`src/rtl/mem_arbiter_pkg.sv`:
```
// Shared types for the I/D memory-port arbiter: FSM states and grant sources.
package mem_arbiter_pkg;

    typedef enum logic [1:0] {
        IDLE    = 2'd0,
        SERVE_I = 2'd1,
        SERVE_D = 2'd2
    } arb_state_t;

    typedef enum logic {
        SRC_I = 1'b0,
        SRC_D = 1'b1
    } arb_src_t;

endpackage

```
`src/rtl/mem_arbiter_pick.sv`:
```
// Combinational tie-breaker: picks I or D from the live requests and the previous winner.
module arb_pick
    import mem_arbiter_pkg::*;
(
    input  logic     i_req,
    input  logic     d_req,
    input  arb_src_t last_grant,
    input  logic     rr,
    output arb_src_t grant,
    output logic     valid
);

    always_comb begin
        valid = i_req | d_req;
        grant = SRC_I;
        if (i_req && d_req) begin
            // Round-robin hands the tie to whoever did not win last; fixed mode favours D.
            if (rr) grant = (last_grant == SRC_I) ? SRC_D : SRC_I;
            else    grant = SRC_D;
        end else if (d_req) begin
            grant = SRC_D;
        end
    end

endmodule

```
`src/rtl/mem_arbiter.sv`:
```
// Shares one memory port between I and D requesters, one transaction in flight at a time.
module mem_arbiter
    import mem_arbiter_pkg::*;
#(
    parameter int WIDTH  = 32,
    parameter int ADDR_W = 32,
    parameter int RR     = 1
) (
    input  logic                clk,
    input  logic                rst_n,
    input  logic                i_read,
    input  logic                i_write,
    input  logic [WIDTH/8-1:0]  i_byte_enable,
    input  logic [ADDR_W-1:0]   i_address,
    input  logic [WIDTH-1:0]    i_wdata,
    output logic                i_resp,
    output logic [WIDTH-1:0]    i_rdata,
    input  logic                d_read,
    input  logic                d_write,
    input  logic [WIDTH/8-1:0]  d_byte_enable,
    input  logic [ADDR_W-1:0]   d_address,
    input  logic [WIDTH-1:0]    d_wdata,
    output logic                d_resp,
    output logic [WIDTH-1:0]    d_rdata,
    output logic                mem_read,
    output logic                mem_write,
    output logic [WIDTH/8-1:0]  mem_byte_enable,
    output logic [ADDR_W-1:0]   mem_address,
    output logic [WIDTH-1:0]    mem_wdata,
    input  logic                mem_resp,
    input  logic [WIDTH-1:0]    mem_rdata
);

    localparam int BE_W = WIDTH / 8;

    arb_state_t          state_q, state_d;
    arb_src_t            last_q, last_d;
    logic                mem_read_q, mem_read_d;
    logic                mem_write_q, mem_write_d;
    logic [BE_W-1:0]     mem_be_q, mem_be_d;
    logic [ADDR_W-1:0]   mem_addr_q, mem_addr_d;
    logic [WIDTH-1:0]    mem_wdata_q, mem_wdata_d;

    arb_src_t pick_grant;
    logic     pick_valid;

    arb_pick u_pick (
        .i_req      (i_read | i_write),
        .d_req      (d_read | d_write),
        .last_grant (last_q),
        .rr         (RR != 0),
        .grant      (pick_grant),
        .valid      (pick_valid)
    );

    always_comb begin
        state_d     = state_q;
        last_d      = last_q;
        mem_read_d  = mem_read_q;
        mem_write_d = mem_write_q;
        mem_be_d    = mem_be_q;
        mem_addr_d  = mem_addr_q;
        mem_wdata_d = mem_wdata_q;
        case (state_q)
            IDLE: begin
                if (pick_valid) begin
                    last_d = pick_grant;
                    // Write wins over read so the port never sees both strobes.
                    if (pick_grant == SRC_I) begin
                        state_d     = SERVE_I;
                        mem_write_d = i_write;
                        mem_read_d  = i_read & ~i_write;
                        mem_be_d    = i_byte_enable;
                        mem_addr_d  = i_address;
                        mem_wdata_d = i_wdata;
                    end else begin
                        state_d     = SERVE_D;
                        mem_write_d = d_write;
                        mem_read_d  = d_read & ~d_write;
                        mem_be_d    = d_byte_enable;
                        mem_addr_d  = d_address;
                        mem_wdata_d = d_wdata;
                    end
                end
            end
            SERVE_I, SERVE_D: begin
                if (mem_resp) begin
                    state_d     = IDLE;
                    mem_read_d  = 1'b0;
                    mem_write_d = 1'b0;
                end
            end
            default: state_d = IDLE;
        endcase
    end

    always_ff @(posedge clk) begin
        if (!rst_n) begin
            state_q     <= IDLE;
            last_q      <= SRC_D;
            mem_read_q  <= 1'b0;
            mem_write_q <= 1'b0;
            mem_be_q    <= '0;
            mem_addr_q  <= '0;
            mem_wdata_q <= '0;
        end else begin
            state_q     <= state_d;
            last_q      <= last_d;
            mem_read_q  <= mem_read_d;
            mem_write_q <= mem_write_d;
            mem_be_q    <= mem_be_d;
            mem_addr_q  <= mem_addr_d;
            mem_wdata_q <= mem_wdata_d;
        end
    end

    assign mem_read        = mem_read_q;
    assign mem_write       = mem_write_q;
    assign mem_byte_enable = mem_be_q;
    assign mem_address     = mem_addr_q;
    assign mem_wdata       = mem_wdata_q;

    assign i_resp  = (state_q == SERVE_I) && mem_resp;
    assign d_resp  = (state_q == SERVE_D) && mem_resp;
    assign i_rdata = (state_q == SERVE_I) ? mem_rdata : '0;
    assign d_rdata = (state_q == SERVE_D) ? mem_rdata : '0;

endmodule

```
`config.mk`:
```
export PLATFORM = sky130hd
export DESIGN_NAME = mem_arbiter
export DESIGN_NICKNAME = d
export VERILOG_FILES = /design/src/rtl/mem_arbiter_pkg.sv /design/src/rtl/mem_arbiter_pick.sv /design/src/rtl/mem_arbiter.sv
export SDC_FILE = /design/constraint.sdc
export NUM_CORES = 1
export LEC_CHECK = 0
export CORE_AREA = 2 2 121 123
export DETAILED_ROUTE_END_ITERATION = 6
export DIE_AREA = 0 0 123 125
export GPL_TIMING_DRIVEN = 0
export PLACE_DENSITY = 0.66
export SKIP_LAST_GASP = 1
export SLEW_MARGIN = 20
export SYNTH_ARGS = -nofsm -noshare
export SYNTH_HDL_FRONTEND = slang
export SYNTH_SLANG_ARGS = --single-unit
```
`constraint.sdc`:
```
create_clock -name clk -period 3.5 [get_ports clk]
set_input_delay 1.05 -clock clk [delete_from_list [all_inputs] [get_ports clk]]
set_output_delay 1.05 -clock clk [all_outputs]
set_load 0.005 [all_outputs]
```
Yosys cells after proc, flatten, opt, wreduce, memory -nomap -nowiden
Cells that the tools add are included.
Widths: inputs -> output; s select.
{"block": "totals", "reg_bits": 73, "in_bits": 175, "word_cells": 46}
{"block": "classes", "n_eq_ne": 4, "n_mux": 19, "bitwise_logic": 7, "reduce_logical": 9}
{"cell": "$mux 32", "count": 4}
{"cell": "$mux 1", "count": 8}
{"cell": "$mux 2", "count": 3}
{"cell": "$mux 4", "count": 1}
{"cell": "$ne 2x2->1 const B", "count": 2}
{"cell": "$pmux 1 s2", "count": 2}
{"cell": "$pmux 2 s2", "count": 1}
{"cell": "$reduce_and 2->1", "count": 2}
{"cell": "$logic_and 1x1->1", "count": 3}
{"cell": "$or 1x1->1", "count": 3}
{"cell": "$reduce_and 3->1", "count": 1}
{"cell": "$and 1x1->1", "count": 2}
{"cell": "$eq 2x1->1 const B", "count": 1}
{"cell": "$eq 2x2->1 const B", "count": 1}
{"cell": "$logic_not 2->1", "count": 1}
{"cell": "$not 1->1", "count": 2}
{"cell": "$reduce_bool 2->1", "count": 1}
{"cell": "$reduce_or 2->1", "count": 1}

Longest topological paths before layout
{"block": "depth", "ltp_word": 6, "mapped_depth": 9, "ltp_nobuf": 5}

By module
Synthesis repeated with hierarchy kept, for this count alone.
{"block": "hier_totals", "cells_unflattened": 416, "hier_area_um2": 3993.8}
{"mod": "mem_arbiter", "n_inst": 1, "cells_each": 413, "area_per_inst_um2": 3977.6}
{"mod": "arb_pick", "n_inst": 1, "cells_each": 3, "area_per_inst_um2": 16.3}

Worst setup path before layout
OpenSTA, ideal clock, no wires.
{"block": "synth_timing", "path_type": "input to register", "startpoint": "in i_write", "endpoint": "reg mem_addr_q[0] (netlist: mem_address[0])", "setup_ns": 0.122, "arrival_time_ns": 2.148, "required_ns": 3.378, "slack_ns": 1.230, "path_stages": 7, "n_path_buf": 4, "cell_sequence": "buf_4 -> o211ai_2 -> nor2b_4 -> buf_6 -> buf_6 -> buf_6 -> a221o_1"}
{"block": "synth_via", "elab_chain_len": 4, "word_cells_on_any_way": 6}
{"element": "start: declaration", "line": "mem_arbiter.sv:12", "source": "input logic i_write,"}
{"element": "$or 1x1->1 *", "line": "mem_arbiter.sv:48", "source": ".i_req (i_read | i_write),"}
{"element": "$logic_and 1x1->1", "line": "mem_arbiter_pick.sv:16", "source": "if (i_req && d_req) begin"}
{"element": "$mux 1", "line": "mem_arbiter_pick.sv:16"}
{"element": "$mux 32", "line": "mem_arbiter.sv:69", "source": "if (pick_grant == SRC_I) begin"}
{"element": "end signal: assignment", "line": "mem_arbiter.sv:112", "source": "mem_addr_q <= mem_addr_d;"}
{"element": "end: declaration", "line": "mem_arbiter.sv:41", "source": "logic [ADDR_W-1:0] mem_addr_q, mem_addr_d;"}
Mark *: on every way between the ends. The rest lies on a longest branch, timed or not.
A chain may end at the register's enable or synchronous reset.

Worst setup path after layout
{"block": "layout_timing", "startpoint": "in mem_rdata[27]", "endpoint": "out d_rdata[27]"}
{"block": "layout_via", "elab_chain_len": 1}
{"element": "start: declaration", "line": "mem_arbiter.sv:31", "source": "input logic [WIDTH-1:0] mem_rdata"}
{"element": "$mux 32", "line": "mem_arbiter.sv:126", "source": "assign d_rdata = (state_q == SERVE_D) ? mem_rdata : '0;"}
{"element": "end: declaration", "line": "mem_arbiter.sv:24", "source": "output logic [WIDTH-1:0] d_rdata,"}
Every way passes these cells.

==> metrics.txt <==
routability cong. about 0.81; count of final hold-check violations 0; CP most frequent cell sky130_fd_sc_hd__clkdlybuf4s50_1; vias in the first global route 4362; Warnings, synthesis 0; Critical Path AT 2.30 ns; Worst Setup End Kind output pin; max-slew violation count 0; crit-path leading delay family buffers and inverters; number of hold-repair buffers added at the cts stage 0; CP Cell Sequence clkdlybuf4s50_1 > and2_1 > clkdlybuf4s50_1; result of the run complete, no violations; EDFF count, synth 0; clock insertion delay at the later pin of the skew report 0.34 ns; worst clock skew 0.00617 ns; total of max-cap violations 0; number of antenna violations at the first check in global routing 1; Post-Syn Instances 353; Clock H-tree levels 3; CP peak stage delay 0.56 ns; CTS tree yes; post-synthesis to final-layout area growth 105%; portion of the post-synthesis area used by sequential elements 0.420; number of buffers inserted during clock tree synthesis 9; net count of the mapped netlist around 530; number of vias per cell after detailed routing 4.88; antenna-violating nets left 0; Fmax achieved 298 MHz; leading cell type by number of instances after synthesis sky130_fd_sc_hd__dfxtp_1; portion of the clock cycle consumed by the worst path in the final layout 0.958; Buffers on Ports 308; most frequent cells after synthesis sky130_fd_sc_hd__dfxtp_1, sky130_fd_sc_hd__a221o_1, sky130_fd_sc_hd__and3_1; via count of the routed design 4204; DRC 0; Clock Root Buffer sky130_fd_sc_hd__clkbuf_16; start-to-end type of the worst setup path in2out; Async SR Flop Fraction 0; top cell type by total area after synthesis sky130_fd_sc_hd__dfxtp_1; transition time of the tightest slew-check pin 0.624 ns; total overflow reported by the global router 0; clk slew on worst S/H paths 0.06 ns; Critical Path Source Type input port; Overall Global Routing Usage 0.196; Worst EP required 2.45 ns; count of clock tree sinks 73; maximum root-to-sink buffer count 2; hold wc startpoint mem_write$_SDFFE_PN0P_; count of placed standard cells including taps 845; area used by multi-input combinational logic 0.00180 mm^2; time the final worst path needs with I/O delays and setup 3.35 ns; FF-to-FF setup slack between 1 and 1.5 ns; Static Leak 2.95 nW; height of the die 125 um; final net count 850; post-synthesis register bit count 73; Starting Density 0.245; commonest register cell after synthesis sky130_fd_sc_hd__dfxtp_1; final-report setup violation count 0; path category of the worst min-delay check reg2reg; Post-CTS Resized 0; count of non-filler cells in the finished layout about 860; global-route wire length before repair around 23000 um; hold slack final around 0.47 ns; layout cell share with drive strength beyond 1 0.0459; die area about 0.015 mm^2; relative max-transition margin 0.582; Final HPWL DP 12700 um; starting DRC count in detailed routing between 150 and 200; total standard cell area after synthesis around 0.0035 mm^2; post-DR wirelength/cell 18.4 um; Top-Level Pins between 300 and 400; number of distinct library cell variants in the gate-level netlist after synthesis 30; number of detailed-route iterations in the first pass 4; reg-to-reg startpoint state_q[0]$_SDFFE_PN0P_; sum of routed wire length over all layers 15900 um; worst supply voltage drop on vdd 252 uV; area share of the largest cell type after synthesis 0.420; largest fanout of any net on the critical path 2; Power Dens Cells 511 mW/mm^2; pin count of the biggest net entering global routing 13; Sequential cell area 0.00146 mm^2; area of the core region 0.0142 mm^2; setup repair bufs after CTS 0; worst setup path startpoint mem_rdata[27]; average cell area after synthesis 9.85 um^2; die width between 100 and 150 um; crit path buf inv count 2; Site Rows 44; RSZ-0062 raised after global routing no; final total negative setup slack 0 ns; standard cell with the maximum stage delay on the critical path sky130_fd_sc_hd__clkdlybuf4s50_1; top area cells in the synthesized netlist sky130_fd_sc_hd__dfxtp_1, sky130_fd_sc_hd__a221o_1, sky130_fd_sc_hd__and3_1, sky130_fd_sc_hd__and2_1, sky130_fd_sc_hd__clkbuf_1; filler cell count in the final layout approximately 1400
-- final timing paths --
check / end / cells past startpoint
worst max-delay path: d_rdata[27] / 3
worst min register to register: mem_write$_SDFFE_PN0P_ / 2
worst min-delay path: mem_write$_SDFFE_PN0P_ / 2
worst max register to register: mem_wdata[21]$_SDFFE_PN0P_ / 8
-- routing by layer --
| layer | part of all wire | wire (um) | GRT usage |
|---|---|---|---|
| met1 | 0.36 | 5670 | 0.194 |
| met2 | 0.53 | 8420 | 0.374 |
| met3 | 0.096 | 1520 | 0.0725 |
| met4 | 0.017 | 273 | 0.0548 |
| met5 | 0 | 0 | 0 |
-- cell type report --
type	count	share of cell area
multi-input combinational	238	0.252
inverter	3	0.00158
tap	184	0.0323
sequential	73	0.205
buffer	39	0.0292
timing repair buffer	308	0.433
antenna	1	0.000351
clock buffer	11	0.0355
clock inverter	4	0.0107
-- worst min-delay path: stages (launching register included) --
cell and delay, ns:
sky130_fd_sc_hd__dfxtp_1 0.31, sky130_fd_sc_hd__nand2_1 0.05, sky130_fd_sc_hd__o22ai_1 0.06
-- per-stage QoR --
step           total power [mW]  setup WS, ns   util  instance area [um^2]
2_1_floorplan              1.69          1.23      -                  3480
3_3_place_gp               2.60         0.122  0.478                  6790
3_5_place_dp               2.63         0.108  0.478                  6790
4_1_cts                    3.67         0.108  0.501                  7120
5_1_grt                    3.83         0.113  0.501                  7120
6_report                   3.64         0.146  0.501                  7120
-- flip-flops by register name, indices dropped and copies added, names as in the netlist --
signal and cells:
mem_write 1, mem_byte_enable 4, state_q 2, last_q 1
mem_read 1, mem_wdata 32, mem_address 32
-- layout by cell type (no fill, tap or decap), types with 3 or more instances in the layout --
cell type,synthesis,final
sky130_fd_sc_hd__buf_2,4,4
sky130_fd_sc_hd__ha_1,3,3
sky130_fd_sc_hd__and2_1,66,66
sky130_fd_sc_hd__and3_1,68,68
sky130_fd_sc_hd__inv_1,3,3
sky130_fd_sc_hd__clkbuf_16,0,9
sky130_fd_sc_hd__buf_4,3,3
sky130_fd_sc_hd__a221o_1,68,68
sky130_fd_sc_hd__clkdlybuf4s50_1,0,308
sky130_fd_sc_hd__buf_6,6,6
sky130_fd_sc_hd__clkbuf_1,26,26
sky130_fd_sc_hd__nand2_1,6,6
sky130_fd_sc_hd__dfxtp_1,73,73
-- cell families (layout without fill, tap and decap cells) --
group                      count (synthesis)  after routing  synth area share
AOI/OAI and AO/OA                         85             85             0.238
adders and majority gates                  3              3            0.0108
other                                      0              1                 0
and+or+nand+nor                          150            150             0.268
buffers and inverters                     42            365            0.0630
DFF                                       73             73             0.420
-- power breakdown --
| group | internal (mW) | leakage, nW | switching [mW] |
|---|---|---|---|
| logic | 0.919 | 2.19 | 0.554 |
| clock network | 0.660 | 0.158 | 0.366 |
| registers | 1.03 | 0.604 | 0.105 |
| total | 2.61 | 2.95 | 1.02 |
(Power assumes the default switching activity.)
